**src/rtl/commit_trace_pkg.sv**
```systemverilog
// Shared types for the commit trace buffer: entry layout, counter widths
// and wrap-detection states.
package commit_trace_pkg;

    localparam int SEQ_W      = 16;
    localparam int OVF_W      = 16;
    localparam int RD_W       = 5;
    localparam int PC_W_DEF   = 9;
    localparam int DATA_W_DEF = 32;

    // Default-width trace entry; the top re-declares the same layout with its
    // own PC_W/DATA_W so non-default builds keep the field order.
    typedef struct packed {
        logic [PC_W_DEF-1:0]   pc;
        logic                  we;
        logic [RD_W-1:0]       rd;
        logic [DATA_W_DEF-1:0] data;
        logic [SEQ_W-1:0]      seq;
    } trace_entry_t;

    typedef enum logic [1:0] {
        IDLE,
        RUN,
        FROZEN
    } trace_state_t;

endpackage

```
**src/rtl/trace_fifo.sv**
```systemverilog
// Circular trace storage. Full/empty come from the occupancy counter, so the
// pointers are free to wrap modulo DEPTH. The head is shown as zero while
// empty so the drain fields never expose stale or uninitialised storage.
module trace_fifo
    import commit_trace_pkg::*;
#(
    parameter int  DEPTH   = 16,
    parameter type entry_t = trace_entry_t,
    localparam int AW      = $clog2(DEPTH),
    localparam int CW      = AW + 1
) (
    input  logic          clk,
    input  logic          rst,
    input  logic          push,
    input  logic          pop,
    input  entry_t        din,
    output entry_t        dout,
    output logic          valid,
    output logic          full,
    output logic [CW-1:0] count
);

    entry_t        mem [DEPTH];
    logic [AW-1:0] wr_ptr;
    logic [AW-1:0] rd_ptr;

    // Storage write; no reset needed since occupancy gates visibility.
    always_ff @(posedge clk) begin
        if (push) mem[wr_ptr] <= din;
    end

    // Pointer and occupancy update; push+pop together keeps count, even when full.
    always_ff @(posedge clk) begin
        if (rst) begin
            wr_ptr <= '0;
            rd_ptr <= '0;
            count  <= '0;
        end else begin
            if (push) wr_ptr <= wr_ptr + 1'b1;
            if (pop)  rd_ptr <= rd_ptr + 1'b1;
            case ({push, pop})
                2'b10:   count <= count + 1'b1;
                2'b01:   count <= count - 1'b1;
                default: count <= count;
            endcase
        end
    end

    assign valid = (count != '0);
    assign full  = (count == CW'(DEPTH));
    assign dout  = valid ? mem[rd_ptr] : '0;

endmodule

```
**src/rtl/commit_trace_buffer.sv**
```systemverilog
// Commit trace buffer: captures retired instructions into a FIFO for a
// drain consumer, tagging each with a commit sequence number and counting
// commits dropped while full.
// Optional wrap detection (macro COMMIT_TRACE_WRAP_DETECT_EN) freezes capture
// once the PC returns to 0 after running, so the trace ends at the wrap.
module commit_trace_buffer
    import commit_trace_pkg::*;
#(
    parameter int DEPTH  = 16,
    parameter int PC_W   = 9,
    parameter int DATA_W = 32
) (
    input  logic                     clk,
    input  logic                     rst,
    input  logic                     commit_valid,
    input  logic [PC_W-1:0]          commit_pc,
    input  logic                     commit_we,
    input  logic [4:0]               commit_rd,
    input  logic [DATA_W-1:0]        commit_data,
    input  logic                     drain_ready,
    output logic                     drain_valid,
    output logic [PC_W-1:0]          drain_pc,
    output logic                     drain_we,
    output logic [4:0]               drain_rd,
    output logic [DATA_W-1:0]        drain_data,
    output logic [15:0]              drain_seq,
    output logic [$clog2(DEPTH):0]   count,
    output logic [15:0]              overflow_cnt,
    output logic                     frozen
);

    typedef struct packed {
        logic [PC_W-1:0]   pc;
        logic              we;
        logic [RD_W-1:0]   rd;
        logic [DATA_W-1:0] data;
        logic [SEQ_W-1:0]  seq;
    } entry_t;

    logic [SEQ_W-1:0] seq;
    logic             full;
    logic             pop;
    logic             blocked;
    logic             live;
    logic             accept;
    logic             drop;
    entry_t           din;
    entry_t           head;

    assign pop    = drain_valid & drain_ready;
    // A live commit is one eligible for capture; it lands if there is room
    // or the head leaves in the same cycle.
    assign live   = commit_valid & ~frozen & ~blocked;
    assign accept = live & (~full | pop);
    assign drop   = live & full & ~pop;

    assign din.pc   = commit_pc;
    assign din.we   = commit_we;
    assign din.rd   = commit_we ? commit_rd : '0;
    assign din.data = commit_we ? commit_data : '0;
    assign din.seq  = seq;

    trace_fifo #(
        .DEPTH   (DEPTH),
        .entry_t (entry_t)
    ) u_fifo (
        .clk   (clk),
        .rst   (rst),
        .push  (accept),
        .pop   (pop),
        .din   (din),
        .dout  (head),
        .valid (drain_valid),
        .full  (full),
        .count (count)
    );

    assign drain_pc   = head.pc;
    assign drain_we   = head.we;
    assign drain_rd   = head.rd;
    assign drain_data = head.data;
    assign drain_seq  = head.seq;

    // Sequence number advances on every unfrozen commit, dropped ones included.
    always_ff @(posedge clk) begin
        if (rst)                      seq <= '0;
        else if (commit_valid & ~frozen) seq <= seq + 1'b1;
    end

    // Saturating count of commits lost to a full buffer.
    always_ff @(posedge clk) begin
        if (rst)                           overflow_cnt <= '0;
        else if (drop && overflow_cnt != '1) overflow_cnt <= overflow_cnt + 1'b1;
    end

`ifdef COMMIT_TRACE_WRAP_DETECT_EN
    trace_state_t state;

    // Once running, a commit at PC 0 marks the wrap and is itself not captured.
    assign blocked = (state == RUN) && (commit_pc == '0);

    // Wrap-detect FSM; only reset leaves FROZEN.
    always_ff @(posedge clk) begin
        if (rst) begin
            state  <= IDLE;
            frozen <= 1'b0;
        end else begin
            case (state)
                IDLE: if (accept && commit_pc != '0) state <= RUN;
                RUN: if (commit_valid && commit_pc == '0) begin
                    state  <= FROZEN;
                    frozen <= 1'b1;
                end
                default: state <= FROZEN;
            endcase
        end
    end
`else
    assign blocked = 1'b0;
    assign frozen  = 1'b0;
`endif

endmodule

```
**config.mk**
```make
export PLATFORM = sky130hd
export DESIGN_NAME = commit_trace_buffer
export DESIGN_NICKNAME = d
export VERILOG_FILES = /design/src/rtl/commit_trace_pkg.sv /design/src/rtl/trace_fifo.sv /design/src/rtl/commit_trace_buffer.sv
export SDC_FILE = /design/constraint.sdc
export NUM_CORES = 1
export LEC_CHECK = 0
export BUFFER_PORTS_ARGS = -buffer_cell sky130_fd_sc_hd__buf_4
export CAP_MARGIN = 20
export CORE_MARGIN = 8
export CORE_UTILIZATION = 45
export CTS_CLUSTER_SIZE = 30
export DETAILED_ROUTE_END_ITERATION = 10
export HOLD_SLACK_MARGIN = 0.1
export PLACE_DENSITY = 0.68
export SLEW_MARGIN = 10
export SYNTH_ARGS = -nofsm -noshare
export SYNTH_HDL_FRONTEND = slang
export SYNTH_SLANG_ARGS = --single-unit
```
**constraint.sdc**
```tcl
create_clock -name clk -period 19.4 [get_ports clk]
set_input_delay 0.97 -clock clk [delete_from_list [all_inputs] [get_ports clk]]
set_output_delay 0.97 -clock clk [all_outputs]
set_load 0.01 [all_outputs]
```
==> flow_metrics.py <==
metrics = {
    "finish": {
        "final_cell_mix": "edfxtp_1, mux4_2, buf_4, mux2i_1, clkbuf_16",
        "syn_to_final_growth_pct": 14.9,
        "fin_nets": 2115,
        "fill_cells": 6806,
        "final_common_cell": "edfxtp_1",
        "drive_gt1_share_pct": 29.0,
    },
    "synthesis": {
        "syn_area_per_cell_um2": 21.7,
        "syn-instance-count": 1878,
        "ys.warnings.count": 0,
        "synth_nets": 1938,
        "ys_ff_latch": 1057,
        "synth_edf_count": 1008,
        "synth.mux.area_fraction_pct": 17.3,
        "synth_adder_area_share_pct": 0.277,
        "synth-compound-area-share_pct": 1.91,
        "synthSimpleGateAreaFrac_pct": 2.27,
        "async_reset_ff_share_pct": 0,
        "synth_xor_area_share_pct": 0.387,
        "synth_cell_types": 52,
        "synth_top_family_by_area": "multiplexers",
        "synth_flop_cell": "edfxtp_1",
        "syn_area_um2": 40700,
        "ys_seq_area_share_pct": 76.7,
    },
    "critical_path": {
        "critPathKind": "flop to output port",
        "crit_path_max_fanout": 49,
        "worstPathArrival_ns": 4.31,
        "worst_setup_path_start_kind": "flop",
        "critPathRequiredTime_ns": 18.43,
        "cp-end-kind": "output port",
    },
    "die": {
        "num_io_pins": 137,
        "die-area_um2": 100000,
        "fp.dieH_um": 317,
        "start_util_pct": 45.3,
        "die_w_um": 317,
        "row_count": 110,
        "coreArea_um2": 89900,
    },
    "timing": {
        "hold_viol_final": 0,
        "finalMaxSlewViolations": 0,
        "timing.hold.ws_ns": 0.514,
        "fmax_ghz": 0.190,
        "fin_skew_ns": 0.0164,
        "relSlewSlack_pct": 26.5,
        "finalCritPeriodShare_pct": 27.2,
        "finalCriticalPeriod_ns": 5.28,
        "rsz0062_at_grt": "no",
        "worst_pin_slew_ns": 1.10,
        "setup-violations-final": 0,
        "finalSetupTns_ns": 0,
    },
    "run": {
        "drv_cap": 0,
    },
    "detailed_routing": {
        "postRouteAntennaNets": 0,
        "vias_per_cell": 5.88,
        "routed_wl_um": 91200,
        "wl_per_cell_um": 27.4,
        "dr.first_iter.drc_count": 1843,
        "via_count": 19500,
        "drtPass1Iterations": 5,
        "route.detailed.drc": 0,
    },
    "cts": {
        "tritoncts": "built",
        "cts_num_sinks": 1057,
        "postCtsSetupBuffers": 0,
        "clk_pin_slew_ns": 0.06,
        "h-tree-depth": 3,
        "postCtsResizedCells": 0,
        "cts_root_buffer": "clkbuf_16",
        "cts_hold_buf": 0,
        "cts_buffers": 103,
        "clock_latency_ns": 0.66,
        "cts_buffer_depth": 3,
    },
    "grt": {
        "grt_util_met2_pct": 30.6,
        "grt_max_degree": 77,
        "grt_pass1_vias": 20800,
        "grt_antenna_before_repair": 3,
        "gr-usage-met1_pct": 24.1,
        "top_usage_layer": "met2",
        "grt_overflow_total": 0,
        "track_usage_pct": 18.1,
        "grt_util_met3_pct": 3.45,
        "grt_pass1_wl_um": 135000,
    },
    "placement": {
        "post-dp-hpwl_um": 45800,
        "globalplace.congestion": 0.777,
        "portBuffers": 135,
    },
    "run_status": {
        "status": "finished clean",
    },
    "power": {
        "leakage_nw": 14.5,
        "peakVddDrop_mv": 0.0711,
        "cellPowerDensity_nw_per_um2": 117,
    },
    "worst_hold_path": {
        "hold_path.class": "flop to flop",
    },
}
-- cells in the mapped netlist, drive strengths merged, types with 4 or more instances --
cell	number	area, um^2
or4	7	56.3
or3	8	50.1
clkbuf	62	233
mux2	4	45.0
a21oi	16	80.1
o31ai	4	30.0
o21a	4	30.0
nor2	40	150
dfxtp	49	981
inv	9	33.8
nor4	8	50.1
o21ai	12	60.1
nor2b	5	31.3
mux4	252	5680
xnor2	9	78.8
nand2b	5	31.3
nor3	10	50.1
ha	9	113
nand3	6	30.0
nand2	21	78.8
edfxtp	1008	30300
buf	42	185
o211ai	4	30.0
and2	37	231
xor2	9	78.8
o22ai	63	394
mux2i	132	1320
nand4	13	81.3
-- critical path, cell delays in order (launching register included) --
cell and delay [ns]:
dfxtp_4 0.83, buf_4 0.87, buf_4 0.91, mux2i_1 0.17, o22ai_1 0.57, buf_4 0.24
-- state kept, by name (all words and copies together), names as in the netlist, named ones only --
signal and cells:
u_fifo.rd_ptr 4, u_fifo.wr_ptr 4, overflow_cnt 16, u_fifo.count 5, seq 16, u_fifo.mem 1008
-- cells by family (layout without fill, tap and decap cells) --
logic type	after synthesis	after routing
AOI/OAI and AO/OA	121	121
xor gates and xnor gates	18	18
adders and majority gates	9	9
buffers and inverters	113	380
DFF	1057	1057
muxes	388	388
other	1	3
and+or+nand+nor	171	171
-- metal layers --
layer  routed length, um  up-vias
met1               36500    10400
met2               45800      721
met4                2030        0
met3                6890      129
met5                   0        -
li1                    -     8249
-- cell type report --
| cell class | instances | area, um^2 | share of cell area (%) |
|---|---|---|---|
| Inverter | 9 | 33.8 | 0.0722 |
| Timing Repair Buffer | 176 | 1340 | 2.87 |
| Multi-Input combinational cell | 708 | 9140 | 19.5 |
| Antenna cell | 2 | 5.00 | 0.0107 |
| Clock inverter | 58 | 628 | 1.34 |
| Tap cell | 1176 | 1470 | 3.14 |
| Sequential cell | 1057 | 31300 | 66.8 |
| Clock buffer | 137 | 2920 | 6.24 |
-- worst paths after layout --
path	start	endpoint	slack, ns	cells past startpoint
min	u_fifo.rd_ptr[1]	flop	0.51	2
max reg2reg	u_fifo.count[1]	u_fifo.mem[7][21]	16.08	4
min reg2reg	u_fifo.rd_ptr[1]	flop	0.51	2
max	flop	drain_seq[9]	14.12	5
-- where the power goes --
part	switching (mW)	internal, mW	total (mW)
clock	0.840	1.22	2.06
combinational	0.472	0.362	0.834
sequential	0.0337	2.54	2.58
total	1.35	4.12	5.47
-- per-stage QoR --
stage | worst slack [ns] | power, mW | std cells | utilization, % | area (um^2)
after floorplan | 12.65 | 3.11 | 1878 | - | 40700
after global placement | 14.71 | 3.46 | 3125 | 48.1 | 43200
after detailed placement | 14.66 | 3.48 | 3125 | 48.1 | 43200
after CTS | 13.93 | 5.53 | 3320 | 52.0 | 46800
after global routing | 13.71 | 5.65 | 3323 | 52.1 | 46800
final | 14.12 | 5.47 | 3323 | 52.1 | 46800
No activity file was read; power rests on OpenSTA's default activity.
